[src/rtl/div_pkg.sv]
// Shared definitions for the iterative divider: widths and FSM state encoding.
package div_pkg;

    localparam int unsigned DIV_WIDTH = 32;
    localparam int unsigned DIV_CNT_W = $clog2(DIV_WIDTH) + 1;

    localparam logic [1:0] DIV_IDLE = 2'd0;
    localparam logic [1:0] DIV_RUN  = 2'd1;
    localparam logic [1:0] DIV_FIX  = 2'd2;

    typedef enum logic [1:0] {
        StIdle = DIV_IDLE,
        StRun  = DIV_RUN,
        StFix  = DIV_FIX
    } div_state_e;

endpackage

[src/rtl/div_step.sv]
// One restoring-division iteration on {rem,quo} against an unsigned divisor.
// Purely combinational.
module div_step import div_pkg::*; #(
    parameter int unsigned WIDTH = DIV_WIDTH
) (
    input  logic [WIDTH-1:0] rem,
    input  logic [WIDTH-1:0] quo,
    input  logic [WIDTH-1:0] divisor,
    output logic [WIDTH-1:0] rem_next,
    output logic [WIDTH-1:0] quo_next
);

    logic [WIDTH:0]   shifted;
    logic [WIDTH-1:0] diff;
    logic             fits;

    // Shift {rem,quo} left, subtract divisor when it fits, set quotient bit accordingly.
    always_comb begin
        shifted  = {rem, quo[WIDTH-1]};
        fits     = shifted >= {1'b0, divisor};
        // When fits, the true difference is below divisor, so modulo-2^WIDTH is exact.
        diff     = shifted[WIDTH-1:0] - divisor;
        rem_next = fits ? diff : shifted[WIDTH-1:0];
        quo_next = {quo[WIDTH-2:0], fits};
    end

endmodule

[src/rtl/div_unit.sv]
// Iterative signed divider (MIPS div) for the multicycle datapath.
// Optional macro DIV_UNSIGNED_EN adds the divu input for MIPS divu.
module div_unit import div_pkg::*; #(
    parameter int unsigned WIDTH = DIV_WIDTH
) (
    input  logic             clock,
    input  logic             reset,
    input  logic             CtoD,
`ifdef DIV_UNSIGNED_EN
    input  logic             divu,
`endif
    input  logic [WIDTH-1:0] a,
    input  logic [WIDTH-1:0] b,
    output logic             DtoC,
    output logic             DivZero,
    output logic [WIDTH-1:0] hi,
    output logic [WIDTH-1:0] lo
);

    localparam int unsigned CntW = $clog2(WIDTH) + 1;

    div_state_e       state_q, state_d;
    logic [WIDTH-1:0] rem_q, rem_d, quo_q, quo_d, divisor_q, divisor_d;
    logic [WIDTH-1:0] hi_q, hi_d, lo_q, lo_d;
    logic [CntW-1:0]  cnt_q, cnt_d;
    logic             neg_quo_q, neg_quo_d, neg_rem_q, neg_rem_d;
    logic             done_q, done_d, divzero_q, divzero_d;

    logic             is_unsigned;
    logic [WIDTH-1:0] abs_a, abs_b, step_rem, step_quo;
    logic             last_step;

`ifdef DIV_UNSIGNED_EN
    assign is_unsigned = divu;
`else
    assign is_unsigned = 1'b0;
`endif

    // Magnitudes; negating 0x80000000 yields itself, read as unsigned 2^(WIDTH-1).
    assign abs_a = (!is_unsigned && a[WIDTH-1]) ? -a : a;
    assign abs_b = (!is_unsigned && b[WIDTH-1]) ? -b : b;

    // The counter reaches WIDTH on one extra RUN cycle, giving the fixed WIDTH+2 latency.
    assign last_step = (cnt_q == CntW'(WIDTH));

    div_step #(
        .WIDTH (WIDTH)
    ) u_step (
        .rem      (rem_q),
        .quo      (quo_q),
        .divisor  (divisor_q),
        .rem_next (step_rem),
        .quo_next (step_quo)
    );

    // State register.
    always_ff @(posedge clock) begin
        if (reset) state_q <= StIdle;
        else       state_q <= state_d;
    end

    // Next-state logic.
    always_comb begin
        state_d = state_q;
        unique case (state_q)
            StIdle:  if (CtoD && (b != '0)) state_d = StRun;
            StRun:   if (last_step)         state_d = StFix;
            StFix:                          state_d = StIdle;
            default:                        state_d = StIdle;
        endcase
    end

    // Datapath and output next values.
    always_comb begin
        rem_d     = rem_q;
        quo_d     = quo_q;
        divisor_d = divisor_q;
        cnt_d     = cnt_q;
        neg_quo_d = neg_quo_q;
        neg_rem_d = neg_rem_q;
        hi_d      = hi_q;
        lo_d      = lo_q;
        done_d    = 1'b0;
        divzero_d = 1'b0;
        unique case (state_q)
            StIdle: begin
                if (CtoD) begin
                    if (b == '0) begin
                        done_d    = 1'b1;
                        divzero_d = 1'b1;
                    end else begin
                        divisor_d = abs_b;
                        quo_d     = abs_a;
                        rem_d     = '0;
                        cnt_d     = '0;
                        neg_quo_d = !is_unsigned && (a[WIDTH-1] ^ b[WIDTH-1]);
                        neg_rem_d = !is_unsigned && a[WIDTH-1];
                    end
                end
            end
            StRun: begin
                if (!last_step) begin
                    rem_d = step_rem;
                    quo_d = step_quo;
                    cnt_d = cnt_q + 1'b1;
                end
            end
            StFix: begin
                lo_d   = neg_quo_q ? -quo_q : quo_q;
                hi_d   = neg_rem_q ? -rem_q : rem_q;
                done_d = 1'b1;
            end
            default: ;
        endcase
    end

    // Datapath registers.
    always_ff @(posedge clock) begin
        if (reset) begin
            rem_q     <= '0;
            quo_q     <= '0;
            divisor_q <= '0;
            cnt_q     <= '0;
            neg_quo_q <= 1'b0;
            neg_rem_q <= 1'b0;
            hi_q      <= '0;
            lo_q      <= '0;
            done_q    <= 1'b0;
            divzero_q <= 1'b0;
        end else begin
            rem_q     <= rem_d;
            quo_q     <= quo_d;
            divisor_q <= divisor_d;
            cnt_q     <= cnt_d;
            neg_quo_q <= neg_quo_d;
            neg_rem_q <= neg_rem_d;
            hi_q      <= hi_d;
            lo_q      <= lo_d;
            done_q    <= done_d;
            divzero_q <= divzero_d;
        end
    end

    assign DtoC    = done_q;
    assign DivZero = divzero_q;
    assign hi      = hi_q;
    assign lo      = lo_q;

endmodule

[config.mk]
export PLATFORM = sky130hd
export DESIGN_NAME = div_unit
export DESIGN_NICKNAME = d
export VERILOG_FILES = /design/src/rtl/div_pkg.sv /design/src/rtl/div_step.sv /design/src/rtl/div_unit.sv
export SDC_FILE = /design/constraint.sdc
export NUM_CORES = 1
export LEC_CHECK = 0
export ABC_AREA = 1
export CAP_MARGIN = 40
export CORE_ASPECT_RATIO = 1.1
export CORE_MARGIN = 5
export CORE_UTILIZATION = 30
export CTS_CLUSTER_SIZE = 24
export DETAILED_ROUTE_END_ITERATION = 8
export PLACE_DENSITY_LB_ADDON = 0.08
export REMOVE_ABC_BUFFERS = 1
export SLEW_MARGIN = 5
export SYNTH_ARGS = -nofsm -noshare
export SYNTH_HDL_FRONTEND = slang
export SYNTH_HIERARCHICAL = 1
export SYNTH_SLANG_ARGS = --single-unit
[constraint.sdc]
create_clock -name clock -period 3.1 [get_ports clock]
set_clock_uncertainty 0.1 [all_clocks]
set_input_delay 0.31 -clock clock [delete_from_list [all_inputs] [get_ports clock]]
set_output_delay 0.31 -clock clock [all_outputs]
set_load 0.01 [all_outputs]
; ---- Word-level counts from Yosys, hierarchy flattened
; Index checks and enable logic that the tools add are counted.
[word_totals]
ff_bits = 172
latchBits = 0
mem_bits_rw = 0
rom_bits = 0
in_bits = 67
output_inout_bits = 66
word_cells = 61
n_memories = 0
[op_classes]
addsub = 6
mul = 0
n_div = 0
n_lt_le_gt_ge = 1
eq_ne = 8
n_shift = 0
mux = 23
bitwise_logic = 3
reduce_logical = 9
[op_table]
columns = op, n
row1 = $mux W32, 11
row2 = $neg A32 Y32, 4
row3 = $pmux W32 S2, 2
row4 = $ge A33 B32 Y1, 1
row5 = $logic_not A32 Y1, 1
row6 = $reduce_bool A32 Y1, 1
row7 = $sub A32 B32 Y32, 1
row8 = $mux W6, 3
row9 = $pmux W6 S2, 1
row10 = $ne A2 B2 Y1 const B, 5
row11 = $add A6 B1 Y6 const B, 1
row12 = $eq A6 B6 Y1 const B, 1
row13 = $mux W2, 2
row14 = $pmux W2 S2, 1
row15 = $reduce_and A4 Y1, 1
row16 = $reduce_and A3 Y1, 1
row17 = $eq A2 B1 Y1 const B, 1
row18 = $eq A2 B2 Y1 const B, 1
row19 = $logic_not A2 Y1, 1
row20 = $mux W1, 2
row21 = $not A1 Y1, 2
row22 = $pmux W1 S2, 1
row23 = $reduce_and A2 Y1, 1
row24 = $reduce_bool A2 Y1, 1
row25 = 3 further kinds, 3

; ---- Logic depth before layout (Yosys ltp)
[depth]
depth_word = 5
depth_mapped = 20

; ---- Hierarchy
; Netlist, hierarchy kept.
[modules_own_cells]
columns = mod, instances, cells_per_inst, area_each_um2
row1 = div_unit, 1, 1790, 10719.0
row2 = div_step, 1, 682, 3429.5

; ---- Least setup slack after synthesis
; No wires, ideal clock.
[synth_path]
path_kind = register to register
start = register quo_q[31]
end = register rem_q[12]
setup_ps = 70
arrival_time_ps = 2004
slack_ps = 926
stages_incl_launch_ff = 16
cell_sequence = dfxtp_1 inv_1 ha_1 fa_1 inv_1 nand3_1 nand3_1 nand3_1 nand2_1 xor2_1 nand2_1 nand2_1 inv_1 nor2_1 nand3_1 a21oi_1
[synth_between]
elab_chain_cells = 4
word_cells_on_any_way = 5
classes_between = add/sub: 1 / order compare: 1 / mux: 3
[synth_lines]
columns = item, line_no
row1 = from (decl), div_unit.sv:23  ; logic [WIDTH-1:0] rem_q, rem_d, quo_q, quo_d, divisor_q, divisor_d;
row2 = from (signal assigned), div_unit.sv:132  ; quo_q <= quo_d;
row3 = $sub A32 B32 Y32 / $ge A33 B32 Y1 (equally long branches), "div_step.sv:22, div_step.sv:20"
row4 = $mux W32 *, div_step.sv:23  ; rem_next = fits ? diff : shifted[WIDTH-1:0];
row5 = net step_rem[12], div_unit.sv:30  ; logic [WIDTH-1:0] abs_a, abs_b, step_rem, step_quo;
row6 = $mux W32 *, div_unit.sv:102  ; if (!last_step) begin
row7 = $pmux W32 S2 *, div_unit.sv:85  ; unique case (state_q)
row8 = to (signal assigned), div_unit.sv:131  ; rem_q <= rem_d;
row9 = to (decl), div_unit.sv:23
; Mark *: on every way through the listed nets, which the timed path passes. The rest lies on a longest branch. The select of a mux whose other input is x is not followed.
; A chain may end at the register's enable or synchronous reset.

; ---- Worst setup path in the final report
[layout_path]
start = register divisor_q[2]
end = register rem_q[12]
[layout_between]
elab_chain_cells = 4
word_cells_on_any_way = 5
classes_between = add/sub: 1 / order compare: 1 / mux: 3
[layout_lines]
columns = item, line_no
row1 = from (decl), div_unit.sv:23
row2 = from (signal assigned), div_unit.sv:133  ; divisor_q <= divisor_d;
row3 = $sub A32 B32 Y32 / $ge A33 B32 Y1 (equally long branches), "div_step.sv:22, div_step.sv:20"
row4 = $mux W32 *, div_step.sv:23
row5 = net step_rem[12], div_unit.sv:30
row6 = $mux W32 *, div_unit.sv:102
row7 = $pmux W32 S2 *, div_unit.sv:85
; Marks and branches as above.

==> flow_metrics.env <==
export IMPL_outcome="completed"
export IMPL_grt_overflow=0
export IMPL_met3_usage=0.0253
export IMPL_setup_worst_path_class="flop to flop"
export IMPL_cts_resized=0
export IMPL_vias=15100
export IMPL_drive_gt1_frac=0.0611
export IMPL_gr_usage_all_layers=0.209
export IMPL_place_congestion=0.907
export IMPL_routedWlPerCell_um=17.3
export IMPL_hold_viol_final=0
export IMPL_die_h_um=238
export IMPL_fp_row_count=83
export IMPL_ant_nets=0
export IMPL_p_leak_nw=8.05
export IMPL_io_buffers=132
export IMPL_netlist_instances=2472
export IMPL_fmax_mhz=363
export IMPL_synth_largest_area_cell="dfxtp_1"
export IMPL_h_tree_depth=4
export IMPL_hold_path_class="primary input to flop"
export IMPL_yosys_warnings=6
export IMPL_cp_arrival_ps=3050
export IMPL_diodes=0
export IMPL_cap_viol_max_count=0
export IMPL_met2_usage=0.396
export IMPL_clk_pin_slew_ps=80
export IMPL_fp_dieArea_um2=51600
export IMPL_root_buffer="clkbuf_16"
export IMPL_synthesis_area_um2=14100
export IMPL_relSlewSlack=0.508
export IMPL_worstSetupEndpointType="flop"
export IMPL_fin_area_um2=16600
export IMPL_clockBufferDepth=2
export IMPL_tritoncts="yes"
export IMPL_min_period_over_period=0.888
export IMPL_nets=2663
export IMPL_seq_area_um2=3440
export IMPL_final_setup_viol_count=0
export IMPL_holdWs_ps=223
export IMPL_n_fill_cell=5310
export IMPL_dr_pass1_iters=7
export IMPL_syn_area_per_cell_um2=5.72
export IMPL_core_area_um2=46700
export IMPL_cts_sinks=172
export IMPL_io_pins=133
export IMPL_synth_seq_cells=172
export IMPL_post_cts_setup_buffer_count=0
export IMPL_drt_vias_per_instance=4.77
export IMPL_grt_max_degree=125
export IMPL_hold_buffers=0
export IMPL_peakVddDrop_uv=364
export IMPL_multi_input_area_um2=8650
export IMPL_worst_pin_slew_ps=738
export IMPL_synth_top_area_frac=0.243
export IMPL_synthDistinctLibCells=42
export IMPL_clkLatencyLatePin_ps=480
export IMPL_grt_antenna_before_repair=0
export IMPL_powerDensity_nw_per_um2=558
export IMPL_drc=0
export IMPL_busiest_layer="met2"
export IMPL_drv_slew=0
export IMPL_grt_setup_unrepaired="false"
export IMPL_start_util=0.303
export IMPL_die_x_um=217
export IMPL_synth_area_leaders="dfxtp_1 (24%), nand2_1 (19%), inv_1 (9.3%)"
export IMPL_required_ps=3400
export IMPL_seq_area_frac_synth=0.243
export IMPL_numCtsBuffers=17
export IMPL_grt_first_pass_wirelength_um=84500
export IMPL_total_power_mw=9.25
export IMPL_worstPathMaxFanout=18
export IMPL_timing_final_crit_period_ps=2750
export IMPL_area_delta_synth_final_pct=17.2
export IMPL_use_met1=0.244
export IMPL_dpl_cell_area_um2=16000
export IMPL_drtIter0Drc=878
export IMPL_start_kind="flop"
export IMPL_grt_pass1_vias=14500
export IMPL_dp_hpwl_um=43800
export IMPL_wl_um=54700
==> cell type report <==
type | instances | share of cell area
Multi-Input combinational cell | 1819 | 0.522
Clock buffer | 18 | 0.0259
Timing Repair Buffer | 190 | 0.112
Inverter | 357 | 0.0809
Sequential cell | 172 | 0.208
Clock inverter | 14 | 0.00754
Tap cell | 595 | 0.0449
==> routing by layer <==
layer  vias to the layer above  routed length [um]
met5                         -                   0
met2                       260               28800
met3                        66                1230
li1                       7902                   -
met1                      6881               23100
met4                         0                1640
==> where the power goes <==
| part | switching [mW] | internal [mW] |
|---|---|---|
| Clock | 1.09 | 1.06 |
| Combinational | 3.08 | 1.50 |
| Sequential | 0.165 | 2.35 |
==> per-stage QoR <==
stage | util | setup slack, ps | setup TNS [ps] | cells
CTS | 0.355 | 325 | 0 | 3165
finish | 0.355 | 348 | 0 | 3165
global route | 0.355 | 147 | 0 | 3165
floorplan | - | -1970 | -98380 | 2348
detailed placement | 0.343 | 298 | 0 | 3133
global placement | 0.343 | 358 | 0 | 3133
==> cell usage after synthesis, drive strengths merged <==
library cell	number
nand2	744
inv	357
nor2	351
nand3	256
dfxtp	172
a21oi	150
o21ai	116
buf	74
clkbuf	50
xor2	48
ha	38
nand4	36
nor3	22
nand3b	13
or2	9
and2	8
o211ai	8
xnor2	5
a21o	4
o221ai	4
a31oi	3
fa	1
nor3b	1
o21bai	1
o22ai	1
==> cell usage in the layout, fill, tap and decap left out, types with 35 or more instances in the layout <==
| cell | Yosys | final |
|---|---|---|
| nand2_1 | 732 | 732 |
| inv_1 | 352 | 351 |
| nor2_1 | 336 | 335 |
| nand3_1 | 238 | 238 |
| dfxtp_1 | 172 | 172 |
| a21oi_1 | 148 | 148 |
| clkdlybuf4s50_1 | 0 | 131 |
| o21ai_0 | 100 | 100 |
| buf_4 | 39 | 50 |
| xor2_1 | 48 | 48 |
| ha_1 | 38 | 38 |
| nand4_1 | 35 | 35 |
==> final timing paths <==
kind	from	to	slack, ps	depth (start not counted)
worst max-delay path	divisor_q[2]	rem_q[12]	350	16
worst min-delay path	reset	divisor_q[22]	220	4
worst max register to register	divisor_q[2]	rem_q[12]	350	16
worst min register to register	divisor_q[31]	divisor_q[31]	370	2
==> logic make-up after synthesis <==
family	synth area share
adders and majority gates	0.0350
and+or+nand+nor	0.437
buffers and inverters	0.146
DFF	0.243
AOI/OAI and AO/OA	0.106
xor gates and xnor gates	0.0328
==> registers in the layout, indices dropped and copies added (netlist names) <==
signal	flops
neg_quo_q	1
hi	32
divisor_q	32
DivZero	1
lo	32
neg_rem_q	1
rem_q	32
state_q	2
DtoC	1
quo_q	32
cnt_q	6
==> critical path: stages, from the launching register on <==
cell and delay [ps]:
dfxtp_1 350, inv_1 60, ha_1 360, nand2_1 250, nor2_2 60, nand3_1 100
nand3_2 140, nand2_2 110, nand2_2 70, nand2_4 160, buf_4 270, nand3_1 120
nand2_1 120, inv_1 50, nor2_1 90, nand3_1 100, a21oi_1 160
Power figures use the tool's default switching activity.
